## src/rtl/mc_proc_controller.sv

```systemverilog
// mc_proc_controller: multi-cycle processor controller with IR, FETCH/DECODE/EXEC/MEM/WB/TRAP FSM and datapath strobes
//   in : clk, reset (sync, active-high), inst, imem_ready, dmem_ready, cond_flag
//   out: imem_req, ir_wrt_en, rd, rs1, rs2, imm, alu_op, alu_in2_sel, pc_sel, rf_wrt_data_sel,
//        rf_wrt_en, mem_rd_en, mem_wrt_en, pc_wrt_en, instret, halted, state
module mc_proc_controller #(
  parameter int INST_BIT_WIDTH      = 32,
  parameter int REG_INDEX_BIT_WIDTH = 4,
  parameter int ALU_OP_WIDTH        = 5,
  parameter int IMM_WIDTH           = 16
) (
  input  logic                           clk,
  input  logic                           reset,
  input  logic [INST_BIT_WIDTH-1:0]      inst,
  input  logic                           imem_ready,
  input  logic                           dmem_ready,
  input  logic                           cond_flag,
  output logic                           imem_req,
  output logic                           ir_wrt_en,
  output logic [REG_INDEX_BIT_WIDTH-1:0] rd,
  output logic [REG_INDEX_BIT_WIDTH-1:0] rs1,
  output logic [REG_INDEX_BIT_WIDTH-1:0] rs2,
  output logic [IMM_WIDTH-1:0]           imm,
  output logic [ALU_OP_WIDTH-1:0]        alu_op,
  output logic [1:0]                     alu_in2_sel,
  output logic [1:0]                     pc_sel,
  output logic [1:0]                     rf_wrt_data_sel,
  output logic                           rf_wrt_en,
  output logic                           mem_rd_en,
  output logic                           mem_wrt_en,
  output logic                           pc_wrt_en,
  output logic                           instret,
  output logic                           halted,
  output logic [2:0]                     state
);
  localparam logic [2:0] S_FETCH  = 3'd0;
  localparam logic [2:0] S_DECODE = 3'd1;
  localparam logic [2:0] S_EXEC   = 3'd2;
  localparam logic [2:0] S_MEM    = 3'd3;
  localparam logic [2:0] S_WB     = 3'd4;
  localparam logic [2:0] S_TRAP   = 3'd7;

  logic [2:0]                state_q, state_d;
  logic [INST_BIT_WIDTH-1:0] ir_q, ir_d;
  logic                      halted_q, halted_d;

  logic [3:0] op, fn;
  logic       is_alu, is_cmp, is_br, is_lw, is_sw, is_jal, is_imm, legal;

  assign op     = ir_q[31:28];
  assign fn     = ir_q[27:24];
  assign is_alu = (op == 4'b1100) || (op == 4'b0100);
  assign is_cmp = (op == 4'b1101) || (op == 4'b0101);
  assign is_br  = op == 4'b0010;
  assign is_lw  = op == 4'b0111;
  assign is_sw  = op == 4'b0011;
  assign is_jal = op == 4'b0110;
  assign is_imm = (op == 4'b0100) || (op == 4'b0101);
  assign legal  = is_alu | is_cmp | is_br | is_lw | is_sw | is_jal;

  assign rd          = REG_INDEX_BIT_WIDTH'(ir_q[23:20]);
  assign rs1         = REG_INDEX_BIT_WIDTH'(is_br ? ir_q[23:20] : ir_q[19:16]);
  assign rs2         = REG_INDEX_BIT_WIDTH'(is_sw ? ir_q[23:20] : is_br ? ir_q[19:16] : ir_q[15:12]);
  assign imm         = ir_q[IMM_WIDTH-1:0];
  assign alu_op      = (is_alu | is_cmp | is_br) ? ALU_OP_WIDTH'({is_cmp | is_br, fn}) : '0;
  assign alu_in2_sel = (is_imm | is_lw | is_sw) ? 2'b01 : is_jal ? 2'b10 : 2'b00;
  assign halted      = halted_q;
  assign state       = state_q;

  always_comb begin
    state_d         = state_q;
    imem_req        = 1'b0;
    ir_wrt_en       = 1'b0;
    rf_wrt_en       = 1'b0;
    mem_rd_en       = 1'b0;
    mem_wrt_en      = 1'b0;
    pc_wrt_en       = 1'b0;
    instret         = 1'b0;
    pc_sel          = 2'b00;
    rf_wrt_data_sel = 2'b00;
    case (state_q)
      S_FETCH: begin
        imem_req  = 1'b1;
        ir_wrt_en = imem_ready;
        state_d   = imem_ready ? S_DECODE : S_FETCH;
      end
      S_DECODE: state_d = legal ? S_EXEC : S_TRAP;
      S_EXEC: begin
        pc_wrt_en = is_br;
        instret   = is_br;
        pc_sel    = (is_br && cond_flag) ? 2'b01 : 2'b00;
        state_d   = is_br ? S_FETCH : (is_lw | is_sw) ? S_MEM : S_WB;
      end
      S_MEM: begin
        mem_rd_en  = is_lw;
        mem_wrt_en = is_sw;
        pc_wrt_en  = dmem_ready & is_sw;
        instret    = dmem_ready & is_sw;
        state_d    = !dmem_ready ? S_MEM : is_lw ? S_WB : S_FETCH;
      end
      S_WB: begin
        rf_wrt_en       = 1'b1;
        pc_wrt_en       = 1'b1;
        instret         = 1'b1;
        rf_wrt_data_sel = is_lw ? 2'b01 : is_jal ? 2'b10 : 2'b00;
        pc_sel          = is_jal ? 2'b10 : 2'b00;
        state_d         = S_FETCH;
      end
      S_TRAP: state_d = S_TRAP;
      default: state_d = S_FETCH;
    endcase
    // A reset cycle aborts the instruction: no PC/RF/memory side effect may escape
    if (reset) begin
      imem_req        = 1'b0;
      ir_wrt_en       = 1'b0;
      rf_wrt_en       = 1'b0;
      mem_rd_en       = 1'b0;
      mem_wrt_en      = 1'b0;
      pc_wrt_en       = 1'b0;
      instret         = 1'b0;
      pc_sel          = 2'b00;
      rf_wrt_data_sel = 2'b00;
    end
    ir_d     = ir_wrt_en ? inst : ir_q;
    halted_d = halted_q | (state_d == S_TRAP);
  end

  always_ff @(posedge clk) begin
    if (reset) begin
      state_q  <= S_FETCH;
      ir_q     <= '0;
      halted_q <= 1'b0;
    end else begin
      state_q  <= state_d;
      ir_q     <= ir_d;
      halted_q <= halted_d;
    end
  end
endmodule

```

## config.mk

```make
export PLATFORM = sky130hd
export DESIGN_NAME = mc_proc_controller
export DESIGN_NICKNAME = d
export VERILOG_FILES = /design/src/rtl/mc_proc_controller.sv
export SDC_FILE = /design/constraint.sdc
export NUM_CORES = 1
export LEC_CHECK = 0
export ABC_AREA = 1
export CAP_MARGIN = 20
export CELL_PAD_IN_SITES_DETAIL_PLACEMENT = 0
export CELL_PAD_IN_SITES_GLOBAL_PLACEMENT = 1
export CORE_MARGIN = 2
export CORE_UTILIZATION = 29
export DETAILED_ROUTE_END_ITERATION = 16
export HOLD_SLACK_MARGIN = 0.15
export PLACE_DENSITY = 0.93
export SETUP_SLACK_MARGIN = 0.2
export SYNTH_ARGS = -nofsm -noshare
export SYNTH_HDL_FRONTEND = slang
export SYNTH_SLANG_ARGS = --single-unit
```

## constraint.sdc

```tcl
create_clock -name clk -period 2.9 [get_ports clk]
set_input_delay 0.725 -clock clk [delete_from_list [all_inputs] [get_ports clk]]
set_output_delay 0.725 -clock clk [all_outputs]
set_load 0.01 [all_outputs]
```

==> results of run 1 <==
cell families (layout without fill, tap and decap cells):
family / count (synthesis) / count (layout)
and+or+nand+nor: 135 / 135
buffers and inverters: 47 / 120
DFF: 36 / 36
AOI/OAI and AO/OA: 41 / 41
metal layers:
| layer | share of wire | global-route usage | routed length (µm) | up-vias |
|---|---|---|---|---|
| li1 | - | - | - | 948 |
| met1 | 0.46 | 0.185 | 2310 | 831 |
| met2 | 0.47 | 0.232 | 2360 | 64 |
| met3 | 0.074 | 0.0596 | 373 | 2 |
| met4 | 0.0034 | 0.0328 | 17 | 0 |
| met5 | 0 | 0 | 0 | - |
worst reg2reg max path, stage by stage (launching register included):
cell	delay (ns)
dfxtp_1	0.48
nor2_2	0.10
nand2_2	0.10
nor2_4	0.05
buf_4	0.17
inv_2	0.43
o21ai_0	0.17
a21oi_1	0.12
cells in the mapped netlist (2+ instances only):
| master | n |
|---|---|
| o21ai_1 | 4 |
| inv_2 | 2 |
| and2_1 | 3 |
| buf_6 | 2 |
| nand3_1 | 22 |
| dfxtp_1 | 36 |
| buf_2 | 6 |
| nor2_4 | 2 |
| nor2_1 | 44 |
| nand2_1 | 58 |
| o21ai_0 | 16 |
| inv_1 | 13 |
| nor4_1 | 2 |
| a21oi_1 | 18 |
| buf_4 | 21 |
layout make-up:
cell class	instances	area (µm²)	share of cell area
clock buffers	8	90.1	0.0332
inverters	16	65.1	0.0240
multi-input cells	176	810	0.298
flip-flops and latches	36	724	0.267
well taps	75	93.8	0.0346
repair buffers	96	931	0.343
flip-flops by register name, summed over array words and instances (netlist names):
name    count
state       3
halted      1
ir_q       32
worst max-delay path by stage:
stage	start	depth (start not counted)	end	slack (ns)
2_1_floorplan	reset	5	pc_sel[0]	0.68
3_3_place_gp	reset	4	rf_wrt_data_sel[0]	-0.02
3_5_place_dp	reset	4	rf_wrt_data_sel[0]	-0.05
4_1_cts	ir_q[29]	7	rs2[3]	0.20
5_1_grt	ir_q[31]	6	rs2[3]	0.15
6_report	reset	4	mem_wrt_en	0.23
timing repair:
action,in CTS,in global routing
pin swaps,1,1
endpoints found under the setup margin,19,13
setup buffers,2,1
gates resized for setup,13,11
power by group through the flow:
stage / Combinational, mW / Sequential (mW) / Clock, mW
floorplan: 0.482 / 0.685 / 0
global placement: 0.749 / 0.693 / 0
detailed placement: 0.757 / 0.696 / 0
CTS: 0.758 / 0.688 / 0.384
global route: 0.832 / 0.707 / 0.404
finish: 0.749 / 0.690 / 0.367
metrics by stage:
| step | TNS (ns) | hold WS (ns) | cells | setup slack [ns] |
|---|---|---|---|---|
| after floorplan | 0 | 0.430 | 259 | 0.680 |
| final | 0 | 0.452 | 407 | 0.233 |
| after global routing | 0 | 0.481 | 407 | 0.152 |
| after global placement | -0.0357 | 0.439 | 396 | -0.0195 |
| after detailed placement | -0.110 | 0.443 | 396 | -0.0486 |
| after CTS | 0 | 0.455 | 406 | 0.203 |
==> results.sh, run 1 <==
export IMPL_finClkSkew_ns=0.00596
export IMPL_synth_mux_area_frac=0
export IMPL_insertion_delay_ns=0.28
export IMPL_critical_path_class="in2out"
export IMPL_routed_wl_um=5070
export IMPL_synthTopCellsByArea="dfxtp_1 40%, nand2_1 12%, nor2_1 9.2%, buf_4 8.7%, nand3_1 6.1%"
export IMPL_num_fill_cells=609
export IMPL_avgRoutedWirePerCell_um=12.4
export IMPL_cp_end_kind="output port"
export IMPL_dp_hpwl_um=3720
export IMPL_tritoncts="built"
export IMPL_mostFrequentLayoutCell="clkdlybuf4s50_1"
export IMPL_r2r_setup_slack_ns=1.21
export IMPL_hold_viol_final=0
export IMPL_synthFlopType="dfxtp_1"
export IMPL_synth_top_area_frac=0.399
export IMPL_critPathBufInv=3
export IMPL_synthCells=259
export IMPL_rsz0062_at_grt="yes"
export IMPL_seqPwrFrac=0.382
export IMPL_setup_viol=0
export IMPL_clk_path_buf_depth=2
export IMPL_start_util=0.303
export IMPL_whs_path_depth=2
export IMPL_min_from="ir_q[25]"
export IMPL_fin_util=0.456
export IMPL_syn_area_mm2=0.00180
export IMPL_drv_slew=0
export IMPL_cp_arrival_ns=1.94
export IMPL_viasPerCell=4.53
export IMPL_path_clk_slew_ns=0.07
export IMPL_critPathMaxStageDelay_ns=0.46
export IMPL_grt_max_degree=34
export IMPL_required_ns=2.17
export IMPL_path_max_fanout=8
export IMPL_syn2layout_area_growth_pct=50.4
export IMPL_final_nets=368
export IMPL_ys_ff_latch=36
export IMPL_track_usage=0.146
export IMPL_syn_nets=296
export IMPL_p_sw_mw=0.642
export IMPL_dieArea_mm2=0.00687
export IMPL_place_congestion=0.811
export IMPL_synth_distinct_cells=25
export IMPL_synth_fa_ha_area_frac=0
export IMPL_vias=1845
export IMPL_maxCapViolations=0
export IMPL_drtAntennaViolNets=0
export IMPL_whs_endpoint="ir_q[25]"
export IMPL_synth_edf_count=0
export IMPL_fin_crit_sh=0.920
export IMPL_drc=0
export IMPL_p_int_mw=1.16
export IMPL_pin_count=87
export IMPL_grt_pass1_vias=1779
export IMPL_yosys_area_share_simple=0.319
export IMPL_worstRegToRegCells=7
export IMPL_grt_pass1_wl_um=8240
export IMPL_slowest_stage="clkdlybuf4s50_1"
export IMPL_status="completed"
export IMPL_yosysTopAreaCell="dfxtp_1"
export IMPL_placed_area_mm2=0.00258
export IMPL_worst_pin_slew_ns=0.575
export IMPL_reg2reg_from="state[2]"
export IMPL_synthXorXnorAreaFrac=0
export IMPL_cts_buffers=5
export IMPL_root_buffer="clkbuf_8"
export IMPL_first_iter_violations=72
export IMPL_final_cell_mix="73 x clkdlybuf4s50_1, 58 x nand2_1, 43 x nor2_1"
export IMPL_timing_rr_end="ir_q[24]"
export IMPL_slew_headroom=0.616
export IMPL_n_antenna_cell=0
export IMPL_share_comb_of_total_power=0.415
export IMPL_fp_coreArea_mm2=0.00596
export IMPL_antenna_found_initial=0
export IMPL_final_area_mm2=0.00271
export IMPL_power_density_mw_per_mm2=665
export IMPL_drive_gt1_frac=0.105
export IMPL_overflow=0
export IMPL_synth_compound_area_frac=0.120
export IMPL_startpoint_type="input port"
export IMPL_fp_row_count=28
export IMPL_firstDrtPassIters=4
export IMPL_ys_async_sr_fraction=0
export IMPL_io_buffers=86
export IMPL_peakVddDrop_mv=0.300
export IMPL_hold_buffers=0
export IMPL_clockPowerShare=0.203
export IMPL_cts_sinks=36
export IMPL_path_cells="clkdlybuf4s50_1 -> buf_4 -> nor4_1 -> dlygate4sd2_1"
export IMPL_synth_top_family_by_area="simple AND/OR/NAND/NOR gates"
export IMPL_p_leak_nw=1.22
export IMPL_htreeDepth=2
export IMPL_yosys_warnings=0
export IMPL_die_h_um=82.9
export IMPL_cp_top_family="buffers and inverters"
export IMPL_die_x_um=82.9
export IMPL_fmax_mhz=375
export IMPL_min_period_ns=2.67
export IMPL_avgSynthCellArea_um2=6.97
export IMPL_power_switching_share=0.356
export IMPL_hp_class="reg2reg"
export IMPL_synth_yosys_seq_area_share=0.399
export IMPL_total_power_mw=1.81
(Power assumes the default switching activity.)
==> run 2, diff against run 1 <==
--- a/config.mk
+++ b/config.mk
@@ -7,10 +7,10 @@
 export LEC_CHECK = 0
 export ABC_AREA = 1
 export CAP_MARGIN = 20
-export CELL_PAD_IN_SITES_DETAIL_PLACEMENT = 0
-export CELL_PAD_IN_SITES_GLOBAL_PLACEMENT = 1
+export CELL_PAD_IN_SITES_DETAIL_PLACEMENT = 1
+export CELL_PAD_IN_SITES_GLOBAL_PLACEMENT = 2
 export CORE_MARGIN = 2
-export CORE_UTILIZATION = 29
+export CORE_UTILIZATION = 22
 export DETAILED_ROUTE_END_ITERATION = 16
 export HOLD_SLACK_MARGIN = 0.15
 export PLACE_DENSITY = 0.93
==> constraint.sdc (replaced) <==
create_clock -name clk -period 3.2 [get_ports clk]
set_input_delay 0.8 -clock clk [delete_from_list [all_inputs] [get_ports clk]]
set_output_delay 0.8 -clock clk [all_outputs]
set_load 0.01 [all_outputs]
==> run 2 against run 1 <==
  * Setup slack improved by 0.055 ns
  * Non-clock buffer count fell by 2
  * Design area rose by 1.4%
  * Clock-buffer cell count fell by 2
  * Clock skew fell by 0.0016 ns
  * Clock power rose by 9.5%
  * Power fell by 4.4%
  * Sequential cell count did not move
  * Critical endpoint is now ir_wrt_en
==> results.sh, run 2 (synthesized netlist as in run 1, its figures left out) <==
export IMPL_fin_setup_tns_ns=0
export IMPL_routed_wl_um=5860
export IMPL_vias=1879
export IMPL_finClkSkew_ns=0.00440
export IMPL_largest_register="ir_q"
export IMPL_grt_max_degree=34
export IMPL_clk_path_buf_depth=2
export IMPL_worst_pin_slew_ns=0.623
export IMPL_antenna_found_initial=0
export IMPL_tritoncts="built"
export IMPL_hold_viol_final=0
export IMPL_grt_busiest_layer="met2"
export IMPL_cp_end_kind="output port"
export IMPL_required_ns=2.40
export IMPL_n_antenna_cell=0
export IMPL_dp_hpwl_um=4350
export IMPL_startpoint_type="input port"
export IMPL_path_max_fanout=2
export IMPL_viasPerCell=4.32
export IMPL_use_met1=0.168
export IMPL_num_fill_cells=1023
export IMPL_status="completed"
export IMPL_io_buffers=86
export IMPL_root_buffer="clkbuf_8"
export IMPL_worstRegToRegCells=7
export IMPL_cp_arrival_ns=2.11
export IMPL_preCtsSetupSlack_ns=0.148
export IMPL_fmax_mhz=343
export IMPL_hold_buffers=0
export IMPL_p_leak_nw=1.14
export IMPL_drc=0
export IMPL_rsz0062_at_grt="yes"
export IMPL_avgRoutedWirePerCell_um=13.5
export IMPL_maxCapViolations=0
export IMPL_total_power_mw=1.73
export IMPL_grt_pass1_wl_um=9180
export IMPL_insertion_delay_ns=0.29
export IMPL_fp_row_count=33
export IMPL_cts_sinks=36
export IMPL_setup_viol=0
export IMPL_peakVddDrop_mv=0.213
export IMPL_final_cell_mix="83 x clkdlybuf4s50_1, 58 x nand2_1, 43 x nor2_1"
export IMPL_syn2layout_area_growth_pct=52.6
export IMPL_hp_class="reg2reg"
export IMPL_place_congestion=0.765
export IMPL_dieArea_mm2=0.00894
export IMPL_dp_cells=426
export IMPL_drtAntennaViolNets=0
export IMPL_use_met2=0.225
export IMPL_drv_slew=0
export IMPL_fin_crit_sh=0.910
export IMPL_instances_no_fill=435
export IMPL_drive_gt1_frac=0.0879
export IMPL_overflow=0
export IMPL_final_nets=366
export IMPL_min_period_ns=2.91
export IMPL_whs_path_depth=2
export IMPL_slew_headroom=0.584
export IMPL_start_util=0.223
export IMPL_grt_pass1_vias=1876
export IMPL_first_iter_violations=35
export IMPL_firstDrtPassIters=4
export IMPL_largest_register_ffs=32
export IMPL_cts_buffers=5
export IMPL_setup_slack_ns=0.288
export IMPL_path_clk_slew_ns=0.08
export IMPL_grtUsageMet3=0.0375
export IMPL_pin_count=87
export IMPL_die_h_um=94.6
export IMPL_die_x_um=94.6
export IMPL_fp_coreArea_mm2=0.00809
export IMPL_power_density_mw_per_mm2=627
export IMPL_htreeDepth=2
export IMPL_mostFrequentLayoutCell="clkdlybuf4s50_1"
export IMPL_track_usage=0.133
export IMPL_critical_path_class="in2out"
==> run 2: cell type report <==
type	count	area [µm²]	share of cell area
Clock buffer	6	72.6	0.0264
Tap cell	105	131	0.0477
Inverter	16	62.6	0.0227
Timing Repair Buffer	94	921	0.335
Clock inverter	2	35.0	0.0127
Sequential cell	36	721	0.262
Multi-Input combinational cell	176	810	0.294
==> run 2: stage by stage <==
step | util | instance area (µm²) | hold WS (ns)
detailed placement | 0.324 | 2620 | 0.444
CTS | 0.338 | 2730 | 0.459
global placement | 0.324 | 2620 | 0.438
floorplan | - | 1800 | 0.430
finish | 0.340 | 2750 | 0.457
global route | 0.340 | 2750 | 0.485
==> run 2: metal layers <==
| metal | wire [µm] | vias up |
|---|---|---|
| li1 | - | 942 |
| met1 | 2700 | 868 |
| met2 | 2720 | 63 |
| met3 | 396 | 6 |
| met4 | 52 | 0 |
| met5 | 0 | - |
==> run 2: worst paths after layout <==
check | startpoint | endpoint | slack [ns]
setup / recovery | imem_ready | ir_wrt_en | 0.29
hold / removal | ir_q[24] | ir_q[24] | 0.46
setup reg to reg | state[2] | ir_q[23] | 1.44
hold reg to reg | ir_q[24] | ir_q[24] | 0.46
==> run 2: what timing repair did <==
item                                    4_1_cts  5_1_grt
gates cloned                                  0        0
pin swaps                                     0        1
buffers inserted                              0        1
gates resized for setup                       5        3
endpoints found under the setup margin        8        7
==> run 2: critical path: stages <==
cell             delay (ns)
clkdlybuf4s50_1        0.45
inv_1                  0.06
nor2_4                 0.15
nand2_4                0.07
inv_4                  0.05
clkdlybuf4s50_1        0.52
==> run 2: power breakdown <==
| group | leakage, nW | switching (mW) | total (mW) | internal [mW] |
|---|---|---|---|---|
| sequential | 0.296 | 0.0788 | 0.625 | 0.546 |
| combinational | 0.793 | 0.364 | 0.699 | 0.335 |
| clock | 0.0552 | 0.171 | 0.402 | 0.231 |
| total | 1.14 | 0.614 | 1.73 | 1.11 |
==> run 3, diff against run 2 <==
--- a/config.mk
+++ b/config.mk
@@ -13,7 +13,8 @@
 export CORE_UTILIZATION = 22
 export DETAILED_ROUTE_END_ITERATION = 16
 export HOLD_SLACK_MARGIN = 0.15
-export PLACE_DENSITY = 0.93
+export PLACE_DENSITY = 0.84
+export RECOVER_POWER = 50
 export SETUP_SLACK_MARGIN = 0.2
 export SYNTH_ARGS = -nofsm -noshare
 export SYNTH_HDL_FRONTEND = slang
==> run 3 against run 2 <==
  * Via count shrank 0.85%
  * Hold slack got worse by 0.0040 ns
  * Utilization is 0.25 points lower
  * First-iteration DRC count up 5.7%
  * Clock skew grew 0.0057 ns
  * Largest cell class unchanged
  * Highest routed layer unchanged
==> results.sh, run 3 (synthesized netlist as in run 1, its figures left out) <==
export IMPL_grt_pass1_wl_um=8960
export IMPL_grt_pass1_vias=1802
export IMPL_placed_area_mm2=0.00261
export IMPL_drive_gt1_frac=0.0790
export IMPL_cp_end_kind="flop"
export IMPL_io_buffers=86
export IMPL_largest_register="ir_q"
export IMPL_drv_slew=0
export IMPL_reg2reg_from="state[2]"
export IMPL_fin_util=0.338
export IMPL_hp_class="reg2reg"
export IMPL_fmax_mhz=354
export IMPL_r2r_setup_slack_ns=0.70
export IMPL_die_x_um=94.6
export IMPL_peakVddDrop_mv=0.188
export IMPL_routed_wl_um=5660
export IMPL_overflow=0
export IMPL_startpoint_type="input port"
export IMPL_status="completed"
export IMPL_dieArea_mm2=0.00894
export IMPL_viasPerCell=4.29
export IMPL_p_leak_nw=1.21
export IMPL_final_cell_mix="61 x clkdlybuf4s50_1, 58 x nand2_1, 44 x nor2_1"
export IMPL_firstDrtPassIters=4
export IMPL_root_buffer="clkbuf_8"
export IMPL_n_antenna_cell=0
export IMPL_fin_setup_tns_ns=0
export IMPL_path_clk_slew_ns=0.07
export IMPL_antenna_found_initial=0
export IMPL_fp_coreArea_mm2=0.00809
export IMPL_path_max_fanout=33
export IMPL_place_congestion=0.727
export IMPL_finClkSkew_ns=0.0101
export IMPL_power_density_mw_per_mm2=596
export IMPL_required_ns=3.37
export IMPL_insertion_delay_ns=0.29
export IMPL_fp_row_count=33
export IMPL_grt_max_degree=34
export IMPL_clk_path_buf_depth=2
export IMPL_drtAntennaViolNets=0
export IMPL_avgRoutedWirePerCell_um=13.0
export IMPL_final_nets=365
export IMPL_track_usage=0.129
export IMPL_slew_headroom=0.240
export IMPL_first_iter_violations=37
export IMPL_multiInputGateArea_um2=807
export IMPL_register_area_um2=721
export IMPL_tritoncts="built"
export IMPL_num_fill_cells=1024
export IMPL_pin_count=87
export IMPL_worstRegToRegCells=7
export IMPL_min_from="ir_q[26]"
export IMPL_whs_endpoint="ir_q[26]"
export IMPL_syn2layout_area_growth_pct=51.5
export IMPL_fin_crit_sh=0.884
export IMPL_die_h_um=94.6
export IMPL_vias=1863
export IMPL_maxCapViolations=0
export IMPL_largest_register_ffs=32
export IMPL_worst_pin_slew_ns=1.14
export IMPL_final_area_mm2=0.00273
export IMPL_setup_viol=0
export IMPL_cts_buffers=5
export IMPL_htreeDepth=2
export IMPL_mostFrequentLayoutCell="clkdlybuf4s50_1"
export IMPL_rsz0062_at_grt="no"
export IMPL_start_util=0.223
export IMPL_cp_arrival_ns=3.00
export IMPL_critical_path_class="in2reg"
export IMPL_whs_path_depth=2
export IMPL_drc=0
export IMPL_hold_viol_final=0
export IMPL_min_period_ns=2.83
export IMPL_timing_rr_end="ir_q[24]"
export IMPL_cts_sinks=36
export IMPL_dp_hpwl_um=4270
==> run 3: final cells by class <==
type / instances / area share
Timing Repair Buffer: 93 / 0.335
Multi-Input combinational cell: 176 / 0.295
Sequential cell: 36 / 0.264
Tap cell: 105 / 0.0481
Clock buffer: 6 / 0.0302
Inverter: 16 / 0.0238
Clock inverter: 2 / 0.00366
==> run 3: timing repair <==
action | 4_1_cts | 5_1_grt
hold endpoints to repair | 0 | 0
endpoints found under the setup margin | 6 | 8
resized for setup | 3 | 6
buffers inserted | 0 | 1
pin swaps | 0 | 1
hold buffers | 0 | 0
==> run 3: critical path: stages <==
cell	delay (ns)
clkdlybuf4s50_1	0.45
inv_1	0.06
nor2_4	0.13
clkbuf_1	0.43
inv_1	0.65
o21ai_0	0.40
a21oi_1	0.06
==> run 3: worst max-delay path by stage <==
stage,start,endpoint,slack (ns),depth (start not counted)
finish,imem_ready,ir_q[24],0.37,7
global route,imem_ready,ir_q[24],0.17,7
CTS,dmem_ready,instret,0.23,4
detailed placement,reset,pc_sel[0],0.08,5
global placement,reset,pc_sel[0],0.12,5
floorplan,reset,pc_sel[0],0.83,5
==> run 3: per-layer routing <==
layer,track usage,share of wire,wire [µm]
met1,0.168,0.46,2630
met2,0.206,0.45,2550
met3,0.0407,0.075,423
met4,0.0362,0.010,58
met5,0,0,0
==> run 3: per-stage QoR <==
step / worst slack (ns) / total power [mW] / hold slack, ns / std cells
after floorplan: 0.830 / 1.06 / 0.430 / 259
after global placement: 0.123 / 1.32 / 0.442 / 425
after detailed placement: 0.0816 / 1.33 / 0.450 / 425
after CTS: 0.235 / 1.69 / 0.462 / 433
after global routing: 0.166 / 1.77 / 0.494 / 434
final: 0.372 / 1.63 / 0.453 / 434
==> run 3: report_power, final <==
part	internal [mW]	leakage (nW)	switching (mW)
clock	0.172	0.0510	0.170
sequential	0.546	0.296	0.0798
combinational	0.307	0.866	0.352
